`config.mk`:
```
export PLATFORM = sky130hd
export DESIGN_NAME = hit_combiner
export DESIGN_NICKNAME = d
export VERILOG_FILES = /design/src/rtl/hit_combiner.sv
export SDC_FILE = /design/constraint.sdc
export NUM_CORES = 1
export LEC_CHECK = 0
export BUFFER_PORTS_ARGS = -buffer_cell sky130_fd_sc_hd__buf_2
export CORE_AREA = 2 2 132 134
export CTS_CLUSTER_DIAMETER = 50
export CTS_CLUSTER_SIZE = 10
export DETAILED_ROUTE_END_ITERATION = 8
export DIE_AREA = 0 0 134 136
export MAX_ROUTING_LAYER = met4
export PLACE_DENSITY_LB_ADDON = 0.1
export SYNTH_ARGS = -nofsm -noshare
export SYNTH_HDL_FRONTEND = slang
export SYNTH_SLANG_ARGS = --single-unit
export TNS_END_PERCENT = 1
```
`constraint.sdc`:
```
create_clock -name clock -period 2.6 [get_ports clock]
set_input_delay 0.26 -clock clock [delete_from_list [all_inputs] [get_ports clock]]
set_output_delay 0.26 -clock clock [all_outputs]
set_load 0.03 [all_outputs]
```
`src/rtl/hit_combiner.sv`:
```
// rtl/hit_combiner.sv - odometer walk over per-layer hit memories, one hit word per layer per beat
// HITCOMB_WILDCARD_EN: empty layers become zero wildcard slices instead of aborting the event.
module hit_combiner #(
  parameter int NLAYERS = 6,
  parameter int WIDTH   = 19,
  parameter int SETTLE  = 2,
  parameter int MAXCOMB = 4096
) (
  input  logic                       clock,
  input  logic                       reset,
  input  logic                       start,
  input  logic [NLAYERS*WIDTH-1:0]   hm_dout,
  input  logic [NLAYERS-1:0]         hm_last,
  input  logic [NLAYERS-1:0]         hm_empty,
  output logic [NLAYERS-1:0]         hm_next,
  output logic [NLAYERS-1:0]         hm_rewind,
  output logic [NLAYERS*WIDTH-1:0]   comb_data,
  output logic [NLAYERS-1:0]         comb_mask,
  output logic                       comb_valid,
  output logic                       comb_last,
  input  logic                       comb_ready,
  output logic                       busy,
  output logic                       done,
  output logic                       trunc,
  output logic [15:0]                ncomb
);

  typedef enum logic [2:0] {
    S_IDLE, S_REWIND, S_SETTLE, S_EMIT, S_ADVANCE, S_DONE
  } state_t;

  state_t                     state;
  logic [7:0]                 settle_cnt;
  logic                       first_pass;
  logic                       cap_hit;
  logic                       settle_done;
  logic                       capture;
  logic                       at_cap;
  logic                       abort;
  logic                       found;
  logic [NLAYERS-1:0]         wild;
  logic [NLAYERS-1:0]         last_eff;
  logic [NLAYERS-1:0]         adv_next;
  logic [NLAYERS-1:0]         adv_rewind;
  logic [NLAYERS*WIDTH-1:0]   dout_eff;

`ifdef HITCOMB_WILDCARD_EN
  assign wild  = hm_empty;
  assign abort = 1'b0;
`else
  assign wild  = '0;
  assign abort = |hm_empty;
`endif

  assign last_eff    = hm_last | wild;
  assign at_cap      = (ncomb == 16'(MAXCOMB - 1));
  assign settle_done = (state == S_SETTLE) && (settle_cnt == 8'(SETTLE - 1));
  assign capture     = settle_done && !(first_pass && abort);

  always_comb begin
    for (int i = 0; i < NLAYERS; i++) begin
      dout_eff[i*WIDTH +: WIDTH] = wild[i] ? '0 : hm_dout[i*WIDTH +: WIDTH];
    end
  end

  // Odometer step: bump the lowest non-final layer, rewind every layer below it.
  always_comb begin
    adv_next   = '0;
    adv_rewind = '0;
    found      = 1'b0;
    for (int i = 0; i < NLAYERS; i++) begin
      if (!found) begin
        if (!last_eff[i]) begin
          adv_next[i] = 1'b1;
          found       = 1'b1;
        end else begin
          adv_rewind[i] = 1'b1;
        end
      end
    end
  end

  always_ff @(posedge clock) begin
    if (reset) begin
      state      <= S_IDLE;
      settle_cnt <= '0;
      first_pass <= 1'b0;
      cap_hit    <= 1'b0;
      hm_next    <= '0;
      hm_rewind  <= '0;
      comb_data  <= '0;
      comb_valid <= 1'b0;
      comb_last  <= 1'b0;
      busy       <= 1'b0;
      done       <= 1'b0;
      trunc      <= 1'b0;
      ncomb      <= '0;
    end else begin
      hm_next   <= '0;
      hm_rewind <= '0;
      done      <= 1'b0;
      case (state)
        S_IDLE: begin
          if (start) begin
            ncomb      <= '0;
            trunc      <= 1'b0;
            busy       <= 1'b1;
            first_pass <= 1'b1;
            hm_rewind  <= '1;
            state      <= S_REWIND;
          end
        end
        S_REWIND: begin
          settle_cnt <= '0;
          state      <= S_SETTLE;
        end
        S_SETTLE: begin
          if (settle_done) begin
            first_pass <= 1'b0;
            if (capture) begin
              comb_data  <= dout_eff;
              comb_valid <= 1'b1;
              comb_last  <= (&last_eff) | at_cap;
              cap_hit    <= at_cap & ~(&last_eff);
              state      <= S_EMIT;
            end else begin
              busy  <= 1'b0;
              done  <= 1'b1;
              state <= S_DONE;
            end
          end else begin
            settle_cnt <= settle_cnt + 8'd1;
          end
        end
        S_EMIT: begin
          if (comb_ready) begin
            comb_valid <= 1'b0;
            comb_last  <= 1'b0;
            if (ncomb != 16'hFFFF) ncomb <= ncomb + 16'd1;
            if (comb_last) begin
              if (cap_hit) trunc <= 1'b1;
              busy  <= 1'b0;
              done  <= 1'b1;
              state <= S_DONE;
            end else begin
              hm_next   <= adv_next;
              hm_rewind <= adv_rewind;
              state     <= S_ADVANCE;
            end
          end
        end
        S_ADVANCE: begin
          settle_cnt <= '0;
          state      <= S_SETTLE;
        end
        S_DONE: state <= S_IDLE;
        default: state <= S_IDLE;
      endcase
    end
  end

`ifdef HITCOMB_WILDCARD_EN
  always_ff @(posedge clock) begin
    if (reset)        comb_mask <= '0;
    else if (capture) comb_mask <= hm_empty;
  end
`else
  assign comb_mask = '0;
`endif

endmodule

```
[After elaboration in Yosys (flattened, before gate mapping)]
Index checks and enable logic that the tools add are counted.
Widths: inputs -> output; s select.
Operators by class
  add/subtract/negate cells: 2
  equal/unequal tests: 16
  mux-type cells: 63
  bitwise operators: 6
  reduce and logical (&&, ||, !) cells: 27
Operators with widths (count)
  $mux 16: 3
  $mux 1: 42
  $pmux 16 s2: 1
  $reduce_or 5->1: 5
  $mux 6: 3
  $ne 2x2->1 const B: 9
  $add 16x1->16 const B: 1
  $eq 16x12->1 const B: 1
  $ne 16x16->1 const B: 1
  $pmux 8 s2: 1
  $mux 3: 4
  $pmux 3 s4: 1
  $pmux 6 s2: 1
  $reduce_and 6->1: 2
  $pmux 1 s2: 5
  $reduce_and 3->1: 3
  $add 8x1->8 const B: 1
  $eq 8x1->1 const B: 1
  $mux 8: 1
  $reduce_and 4->1: 2
  $reduce_bool 2->1: 4
  $eq 3x2->1 const B: 2
  $reduce_or 6->1: 1
  $reduce_and 5->1: 1
  13 further kinds: 18
Word-level totals
  bits in registers: 160
  output and inout port bits: 153
  word-level logic and storage cells: 132

[Longest topological paths before layout]
Gate-level depths: netlist of the first run.
  depth in word-level cells: 10
  mapped depth: 8
  depth with buffers taken out: 6

[Worst setup path before layout of the first run]
Ideal clock, no wire load.
  path kind: reg2reg
  start: reg ncomb[0]
  end: reg ncomb[14]
  setup time: 0.116 ns
  arrival time: 2.014 ns
  slack: 0.470 ns
  stages on the path, launching flop included: 6
  path buffers: 0
  period minus slack after synthesis: 2.130 ns
  cells stage by stage: dfxtp_1 > ha_1 > nand2_1 > or4_1 > or4_1 > o211a_1
On the way
  cells in the longest elaborated chain, start to end: 4
  elaborated cells between the ends (all ways): 7
  those cells by class: add/sub (1); eq/ne (2); mux (3); reduce/logical (1)
RTL lines
  from (decl): line 25  | output logic [15:0] ncomb
  from (signal assigned): line 139  | if (ncomb != 16'hFFFF) ncomb <= ncomb + 16'd1;
  $add 16x1->16: line 139
  $mux 16: line 139
  $mux 16: line 136  | if (comb_ready) begin
  $pmux 16 s2: line 102  | case (state)
Several ways; a longest one is shown, not always the timed one. The select of a mux whose other input is x is not followed.
A chain may end at the register's enable or synchronous reset.

[Worst setup path in the final report of the first run]
  start: reg settle_cnt[0]
  end: reg comb_data[16]
On the way
  cells in the longest elaborated chain, start to end: 4
RTL lines
  from (decl): line 33  | logic [7:0] settle_cnt;
  from (signal assigned): line 132  | settle_cnt <= settle_cnt + 8'd1;
  $eq 8x1->1 *: line 57  | assign settle_done = (state == S_SETTLE) && (settle_cnt == 8'(SETTLE - 1));
  $logic_and 1x1->1 *: line 57
  $logic_and 1x1->1: line 58  | assign capture = settle_done && !(first_pass && abort);
  $reduce_and 3->1 (no line) *
  to (signal assigned): line 121  | comb_data <= dout_eff;
  to (decl): line 17  | output logic [NLAYERS*WIDTH-1:0] comb_data,
Every way passes the cells marked *; elsewhere a longest branch is shown, timed or not.

==> impl_metrics.yaml, run 1 <==
sta:
  fmax_mhz: 444
  worstMarginPinSlew_ps: 917
  period_needed_ps: 2250
  hold_viol: 0
  slew_violations: 0
  finalCritPeriodShare_pct: 86.6
  rsz0062_at_grt: "false"
  setup_viol: 0
  finalSetupTns_ps: 0
  maxSlewHeadroom_pct: 38.6
  clock_skew_ps: 9.35
detailed_routing:
  ant_nets: 0
  drcViolationCount: 0
  totalWireLength_um: 20700
  dr.pass1.iters: 5
  avgViaCountPerCell: 5.36
  vias: 6856
  post_drt_wl_per_cell_um: 16.2
  drt_iter0_drc: 430
layout:
  layout_common_cells: "buf_2 (275), dfxtp_1 (160), a21oi_1 (132)"
  area_growth_pct: 34.1
  antenna_cells: 0
  mostFrequentLayoutCell: "buf_2"
  finalNetCount: 1175
  drive_gt1_share_pct: 32.6
  design_area_um2: 8860
critical_path:
  end_kind: "flip-flop"
  cp-start-kind: "flip-flop"
  startpoint: "settle_cnt[0]"
  crit_chain: "ha_1, or4b_1, nor3_4, buf_12, buf_4, nand3_1, a21oi_1"
  r2r_end: "comb_data[16]"
  timing_worst_setup_path_type: "reg -> reg"
  critPathSlowestCell: "or4b_1"
  endpoint: "comb_data[16]"
  rrSetupSlack_ps: 350
  crit_path_max_incr_delay_ps: 530
  worstPathRequired_ps: 2950
  critPathMaxFanout: 48
  cp.arrival_ps: 2600
  path_depth: 7
  path_buf_inv: 2
  reg2reg_depth: 7
  reg2reg_from: "settle_cnt[0]"
  cp_top_family: "simple AND/OR/NAND/NOR gates"
worst_hold_path:
  hp-class: "in -> reg"
clock_network:
  cts_setup_buffers: 0
  cts_buffers: 17
  cts_resized: 0
  cts_max_path_buffers: 2
  root_buffer: "clkbuf_16"
  clkTransAtPathRegs_ps: 60
  clk_latency_ps: 420
  cts_tree: "done"
  cts.htree.levels: 4
  clock_sinks: 160
  ctsHoldBuffers: 1
yosys:
  synthCells: 793
  netlist.top_cell.by_area: "dfxtp_1"
  synth_cell_types: 58
  synth_area_um2: 6610
  avgSynthCellArea_um2: 8.33
  synth_ff_type: "dfxtp_1"
  synth_edf_count: 0
  yosysTopAreaCellShare_pct: 48.5
  yosysSeqAreaShare_pct: 48.5
  synth_area_leaders: "dfxtp_1 (48%), a21oi_1 (10%), nand3_1 (9.6%), o21ai_0 (8.9%), clkbuf_1 (3.4%)"
  synth_seq_cells: 160
  async_flop_share_pct: 0
  ys_warn_count: 0
outcome:
  status: "complete, no violations"
floorplan:
  die_x_um: 134
  fp.dieArea_um2: 18200
  initial_core_util_pct: 39.1
  rows: 48
  die_h_um: 136
  core_um2: 16900
  pin_count: 283
pwr:
  power_density_nw_per_um2: 777
  peakVddDrop_v: 0.000467
  finalPower_w: 0.00688
  power_leakage_nw: 3.66
global_routing:
  met3_usage_pct: 6.90
  grt-busiest-layer: "met2"
  antenna_found_initial: 0
  overflow: 0
  grt_util_met1_pct: 29.8
  grt_use_total_pct: 23.1
  grt_pass1_wl_um: 33000
  grt_pass1_vias: 6498
  grt_max_degree: 79
  grt.met2_usage_pct: 34.1
placement:
  dpl_cell_area_um2: 8240
  portBuffers: 276
  post-dp-hpwl_um: 13600
  gp_congestion: 0.797
flow_run:
  drv_cap: 0
## per-layer routing
layer / part of all wire, % / routed length, um
met5: 0 / 0
met2: 46 / 9420
met1: 45 / 9280
met4: 2.0 / 420
met3: 7.5 / 1550
## cell usage after synthesis, types with 9 or more instances
library cell / instances
dfxtp_1: 160
buf_4: 9
clkbuf_1: 60
or3_1: 12
o21ai_0: 118
nor2_1: 28
mux2i_1: 10
a21oi_1: 132
nand2_1: 26
nor3_1: 10
nand3_1: 127
buf_2: 10
## stage by stage
stage / worst slack, ps / utilization, % / instances / hold WS [ps]
2_1_floorplan: 470 / - / 798 / 332
3_3_place_gp: 415 / 48.8 / 1247 / 443
3_5_place_dp: 337 / 48.8 / 1247 / 448
4_1_cts: 316 / 52.5 / 1280 / 7.22
5_1_grt: 145 / 52.5 / 1280 / 7.73
6_report: 349 / 52.5 / 1280 / 24.1
## kinds of logic after synthesis
group | after synthesis | synth area share, %
other | 1 | 0.0568
and+or+nand+nor | 247 | 19.9
xor gates and xnor gates | 8 | 1.06
muxes | 11 | 1.69
AOI/OAI and AO/OA | 279 | 22.7
buffers and inverters | 84 | 5.47
DFF | 160 | 48.5
adders and majority gates | 3 | 0.568
## state kept, by name (all words and copies together), names as in the netlist
register and flops:
cap_hit 1, ncomb 16, hm_rewind 6, first_pass 1, busy 1, done 1
trunc 1, settle_cnt 8, comb_valid 1, comb_data 114, state 3, hm_next 6
comb_last 1
## power breakdown
| group | internal (W) | switching, W |
|---|---|---|
| logic | 0.000518 | 0.00107 |
| clock network | 0.00154 | 0.00104 |
| registers | 0.00259 | 0.000124 |
| total | 0.00465 | 0.00223 |
## worst min-delay path by stage
stage	startpoint	endpoint	slack, ps	cells after the start
3_5_place_dp	hm_last[3]	hm_next[3]	450	2
5_1_grt	hm_last[5]	hm_next[5]	8	2
3_3_place_gp	comb_valid	comb_valid	440	2
6_report	hm_last[5]	hm_next[5]	20	2
2_1_floorplan	hm_last[0]	hm_next[0]	330	1
4_1_cts	hm_last[5]	hm_next[5]	7	2
## final cells by class
class                   instances  area (um^2)
well taps                     225          282
fillers                      1657         8020
clock buffers                  20          447
clock inverters                12          158
inverters                       4         15.0
repair buffers                305         1680
flip-flops and latches        160         3200
multi-input cells             554         3070
Power figures use the tool's default switching activity.
==> run 2: changes to the inputs <==
--- a/config.mk
+++ b/config.mk
@@ -6,11 +6,14 @@
 export NUM_CORES = 1
 export LEC_CHECK = 0
 export BUFFER_PORTS_ARGS = -buffer_cell sky130_fd_sc_hd__buf_2
-export CORE_AREA = 2 2 132 134
+export CELL_PAD_IN_SITES_DETAIL_PLACEMENT = 0
+export CELL_PAD_IN_SITES_GLOBAL_PLACEMENT = 1
+export CORE_AREA = 2 2 143 145
 export CTS_CLUSTER_DIAMETER = 50
 export CTS_CLUSTER_SIZE = 10
 export DETAILED_ROUTE_END_ITERATION = 8
-export DIE_AREA = 0 0 134 136
+export DIE_AREA = 0 0 145 147
+export GPL_ROUTABILITY_DRIVEN = 1
 export MAX_ROUTING_LAYER = met4
 export PLACE_DENSITY_LB_ADDON = 0.1
 export SYNTH_ARGS = -nofsm -noshare
==> run 2 against run 1 <==
Compared with the run above:
- via count is 0.50% lower
- global-route usage is 2.2 points lower
- first-iteration DRC count down 17%
- sequential power barely moved
- sequential cell count is the same
- critical path depth shrank 1
- fmax is 2.5% higher
- power decreased by 1.0%
- sequential share of layout area about the same
- critical path type unchanged
- largest power group unchanged
==> impl_metrics.yaml, run 2 (synthesized netlist as in run 1, its figures left out) <==
critical_path:
  critPathMaxFanout: 69
  end_kind: "flip-flop"
  critPathSlowestCell: "or4b_1"
  timing_worst_setup_path_type: "reg -> reg"
  crit_chain: "ha_1, or4b_1, nor3_4, buf_12, nand3_1, a21oi_1"
  cp.arrival_ps: 2540
  crit_path_max_incr_delay_ps: 520
  cp-start-kind: "flip-flop"
  worstPathRequired_ps: 2950
layout:
  layout_common_cells: "buf_2 (275), dfxtp_1 (160), a21oi_1 (132)"
  area_growth_pct: 34.2
  final_util_pct: 44.7
  largest_registers: "comb_data (114), ncomb (16), settle_cnt (8)"
  regMostFlops: "comb_data"
  largest_reg_flops: 114
  finalNetCount: 1171
  drive_gt1_share_pct: 32.4
  mostFrequentLayoutCell: "buf_2"
floorplan:
  fp.dieArea_um2: 21300
  die_h_um: 147
  initial_core_util_pct: 33.3
  rows: 52
  die_x_um: 145
  core_um2: 19800
  pin_count: 283
clock_network:
  cts.htree.levels: 4
  cts_buffers: 17
  cts_setup_buffers: 0
  cts_max_path_buffers: 2
  root_buffer: "clkbuf_16"
  clock_sinks: 160
  clk_latency_ps: 430
  clkTransAtPathRegs_ps: 60
  cts_tree: "done"
detailed_routing:
  drcViolationCount: 0
  post_drt_wl_per_cell_um: 16.9
  drt_iter0_drc: 358
  ant_nets: 0
  dr.pass1.iters: 4
  avgViaCountPerCell: 5.15
  vias: 6822
  totalWireLength_um: 22400
pwr:
  peakVddDrop_v: 0.000420
  power_density_nw_per_um2: 768
  power_leakage_nw: 3.62
  finalPower_w: 0.00681
placement:
  portBuffers: 276
  post-dp-hpwl_um: 14700
  gp_congestion: 0.795
outcome:
  status: "complete, no violations"
sta:
  fmax_mhz: 455
  finalSetupTns_ps: 0
  period_needed_ps: 2200
  hold_viol: 0
  clock_skew_ps: 11.4
  finalCritPeriodShare_pct: 84.5
  setup_viol: 0
  maxSlewHeadroom_pct: 33.3
  slew_violations: 0
  worstMarginPinSlew_ps: 997
  holdWs_ps: 34.5
  rsz0062_at_grt: "false"
worst_hold_path:
  hp-class: "in -> reg"
global_routing:
  grt_pass1_wl_um: 35000
  grt_pass1_vias: 6369
  grt_use_total_pct: 20.9
  antenna_found_initial: 3
  overflow: 0
  grt_max_degree: 74
flow_run:
  drv_cap: 0
## run 2: worst max-delay path: cells and delay by family, from the launching register on
kind                       cells  cell delay [ps]
adders and majority gates      1              190
and+or+nand+nor                3             1010
buffers and inverters          1              330
AOI/OAI and AO/OA              1              150
DFF                            1              400
## run 2: path summary, 6_finish.rpt
path | start | to | slack [ps] | cells past startpoint
max | settle_cnt[0] | comb_data[4] | 400 | 6
min | hm_last[2] | hm_next[2] | 30 | 2
max reg2reg | settle_cnt[0] | comb_data[4] | 400 | 6
min reg2reg | comb_valid | comb_valid | 460 | 2
## run 2: final cells by class
| class | instances | area [um^2] |
|---|---|---|
| tap | 270 | 338 |
| sequential | 160 | 3200 |
| timing repair buffer | 301 | 1640 |
| inverter | 4 | 15.0 |
| clock inverter | 14 | 159 |
| clock buffer | 17 | 425 |
| multi-input combinational | 554 | 3070 |
| antenna | 4 | 10.0 |
| fill | 2096 | 11000 |
## run 2: where the power goes
| group | leakage [nW] | internal, W | switching [W] |
|---|---|---|---|
| sequential | 1.29 | 0.00258 | 0.000121 |
| combinational | 2.06 | 0.000493 | 0.00109 |
| clock | 0.269 | 0.00143 | 0.00109 |
## run 2: timing repair
item / CTS / global route
endpoints found under the hold margin: 2 / 0
gates resized for setup: 0 / 0
hold buffers: 2 / 0
## run 2: per-stage QoR
| step | setup WS (ps) | cells | cell area, um^2 |
|---|---|---|---|
| 6_report | 404 | 1324 | 8860 |
| 5_1_grt | 197 | 1323 | 8860 |
| 3_5_place_dp | 347 | 1287 | 8250 |
| 3_3_place_gp | 377 | 1287 | 8250 |
| 2_1_floorplan | 470 | 798 | 6630 |
| 4_1_cts | 402 | 1320 | 8850 |
## run 2: per-layer routing
| layer | share of wire, % | GRT usage (%) | vias up |
|---|---|---|---|
| met4 | 1.5 | 6.04 | 0 |
| met5 | 0 | - | - |
| met1 | 47 | 27.9 | 3200 |
| li1 | - | - | 3363 |
| met2 | 44 | 30.4 | 236 |
| met3 | 7.4 | 6.68 | 23 |
==> run 3: changes to the inputs <==
--- a/config.mk
+++ b/config.mk
@@ -8,11 +8,11 @@
 export BUFFER_PORTS_ARGS = -buffer_cell sky130_fd_sc_hd__buf_2
 export CELL_PAD_IN_SITES_DETAIL_PLACEMENT = 0
 export CELL_PAD_IN_SITES_GLOBAL_PLACEMENT = 1
-export CORE_AREA = 2 2 143 145
+export CORE_AREA = 2 2 152 154
 export CTS_CLUSTER_DIAMETER = 50
 export CTS_CLUSTER_SIZE = 10
 export DETAILED_ROUTE_END_ITERATION = 8
-export DIE_AREA = 0 0 145 147
+export DIE_AREA = 0 0 154 156
 export GPL_ROUTABILITY_DRIVEN = 1
 export MAX_ROUTING_LAYER = met4
 export PLACE_DENSITY_LB_ADDON = 0.1
==> constraint.sdc (replaced) <==
create_clock -name clock -period 1.85 [get_ports clock]
set_input_delay 0.185 -clock clock [delete_from_list [all_inputs] [get_ports clock]]
set_output_delay 0.185 -clock clock [all_outputs]
set_load 0.03 [all_outputs]
==> run 3 against run 2 <==
Compared with the run above:
- the run now ends with negative setup slack left
- highest routed layer unchanged
- fmax increased by 17%
- first-iteration DRC count increased by 5.0%
- via count rose by 9.9%
- register-to-register slack got worse by 430 ps
- sequential power rose by 38%
- global-route usage fell by 0.32 points
- clock skew hardly changed
==> impl_metrics.yaml, run 3 (synthesized netlist as in run 1, its figures left out) <==
outcome:
  status: "complete, but fails checks"
  violations: "negative setup slack"
clock_network:
  clock_sinks: 160
  cts_buffers: 17
  clkTransAtPathRegs_ps: 70
  cts.htree.levels: 4
  root_buffer: "clkbuf_16"
  cts_tree: "done"
  cts_max_path_buffers: 2
  clk_latency_ps: 420
layout:
  largest_registers: "comb_data (114), ncomb (16), settle_cnt (8)"
  drive_gt1_share_pct: 37.6
  n_fill_cell: 2238
  mostFrequentLayoutCell: "buf_2"
  largest_reg_flops: 114
  regMostFlops: "comb_data"
  area_growth_pct: 64.5
  finalNetCount: 1337
  layout_common_cells: "buf_2 (275), dfxtp_1 (146), a21oi_1 (117)"
flow_run:
  drv_cap: 0
worst_hold_path:
  hold_depth: 3
  holdCritStartpoint: "hm_dout[12]"
  min_to: "comb_data[12]"
  hp-class: "in -> reg"
floorplan:
  fp.dieArea_um2: 24000
  core_um2: 22400
  die_h_um: 156
  pin_count: 283
  initial_core_util_pct: 29.5
  die_x_um: 154
  rows: 55
critical_path:
  worstPathRequired_ps: 2200
  reg2reg_depth: 9
  critPathMaxFanout: 8
  rrSetupSlack_ps: -20
  cp-start-kind: "flip-flop"
  cp.arrival_ps: 2220
  timing_worst_setup_path_type: "reg -> reg"
  r2r_end: "comb_data[72]"
  end_kind: "flip-flop"
  reg2reg_from: "settle_cnt[1]"
sta:
  clock_skew_ps: 11.3
  worstMarginPinSlew_ps: 841
  period_needed_ps: 1870
  slew_violations: 0
  maxSlewHeadroom_pct: 43.9
  rsz0062_at_grt: "true"
  holdWs_ps: 13.7
  finalSetupTns_ps: -74.4
  setup_viol: 12
  hold_viol: 0
  finalCritPeriodShare_pct: 101
  final.setup.worst_slack_ps: -20.8
  fmax_mhz: 535
placement:
  gp_congestion: 0.795
  post-dp-hpwl_um: 16300
  portBuffers: 276
detailed_routing:
  dr.pass1.iters: 4
  drcViolationCount: 0
  avgViaCountPerCell: 4.99
  drt_iter0_drc: 376
  vias: 7496
  totalWireLength_um: 25000
  post_drt_wl_per_cell_um: 16.6
  ant_nets: 0
global_routing:
  grt_pass1_vias: 7392
  antenna_found_initial: 1
  grt_use_total_pct: 20.6
  overflow: 0
  grt_pass1_wl_um: 38800
  grt_max_degree: 70
pwr:
  power_leakage_nw: 4.49
  power_density_nw_per_um2: 963
  peakVddDrop_v: 0.000548
[run 3: worst max-delay path by stage]
stage,start,endpoint,depth (start not counted)
after CTS,settle_cnt[1],comb_data[17],9
after floorplan,ncomb[3],ncomb[14],4
final,settle_cnt[1],comb_data[72],9
after detailed placement,settle_cnt[0],comb_data[46],7
after global routing,settle_cnt[1],comb_data[6],9
after global placement,hm_empty[1],comb_data[55],6
[run 3: routing by layer]
layer  track usage (%)  share of wire (%)  vias up
li1                  -                  -     3696
met1              26.2                 46     3549
met2              32.2                 47      224
met3              4.92                5.6       27
met4              6.81                1.6        0
met5                 -                  0        -
[run 3: area by class of cell]
cell class	instances	area, um^2	area share (%)
clock buffer	17	425	3.91
sequential	160	3240	29.8
antenna	1	2.50	0.0230
inverter	4	15.0	0.138
multi-input combinational	554	3250	29.9
tap	285	357	3.28
timing repair buffer	467	3430	31.6
clock inverter	14	153	1.40
[run 3: power breakdown]
part	switching (W)	internal, W
registers	0.000101	0.00363
logic	0.00183	0.00131
clock network	0.00159	0.00201
[run 3: critical path, stage by stage (launching register included)]
cell and delay (ps):
dfxtp_2 320, inv_2 60, ha_4 120, or4b_4 480, nor3_4 170, buf_6 140
buf_12 150, clkbuf_16 160, nand3_1 80, a21oi_1 120
[run 3: repair_timing]
item / 4_1_cts / 5_1_grt
hold buffers: 101 / 1
setup buffers: 2 / 1
pin swaps: 1 / 12
endpoints found under the setup margin: 31 / 136
gates cloned: 1 / 2
endpoints found under the hold margin: 101 / 1
resized for setup: 9 / 47
[run 3: per-stage QoR]
stage | area (um^2) | power, W | setup slack, ps | std cells | utilization (%)
2_1_floorplan | 6660 | 0.00529 | -66.4 | 798 | -
3_3_place_gp | 8970 | 0.00664 | -33.4 | 1362 | 40.1
3_5_place_dp | 8970 | 0.00663 | -76.7 | 1362 | 40.1
4_1_cts | 10600 | 0.0105 | -50.0 | 1497 | 47.5
5_1_grt | 10900 | 0.0110 | -119 | 1502 | 48.6
6_report | 10900 | 0.0105 | -20.8 | 1502 | 48.6
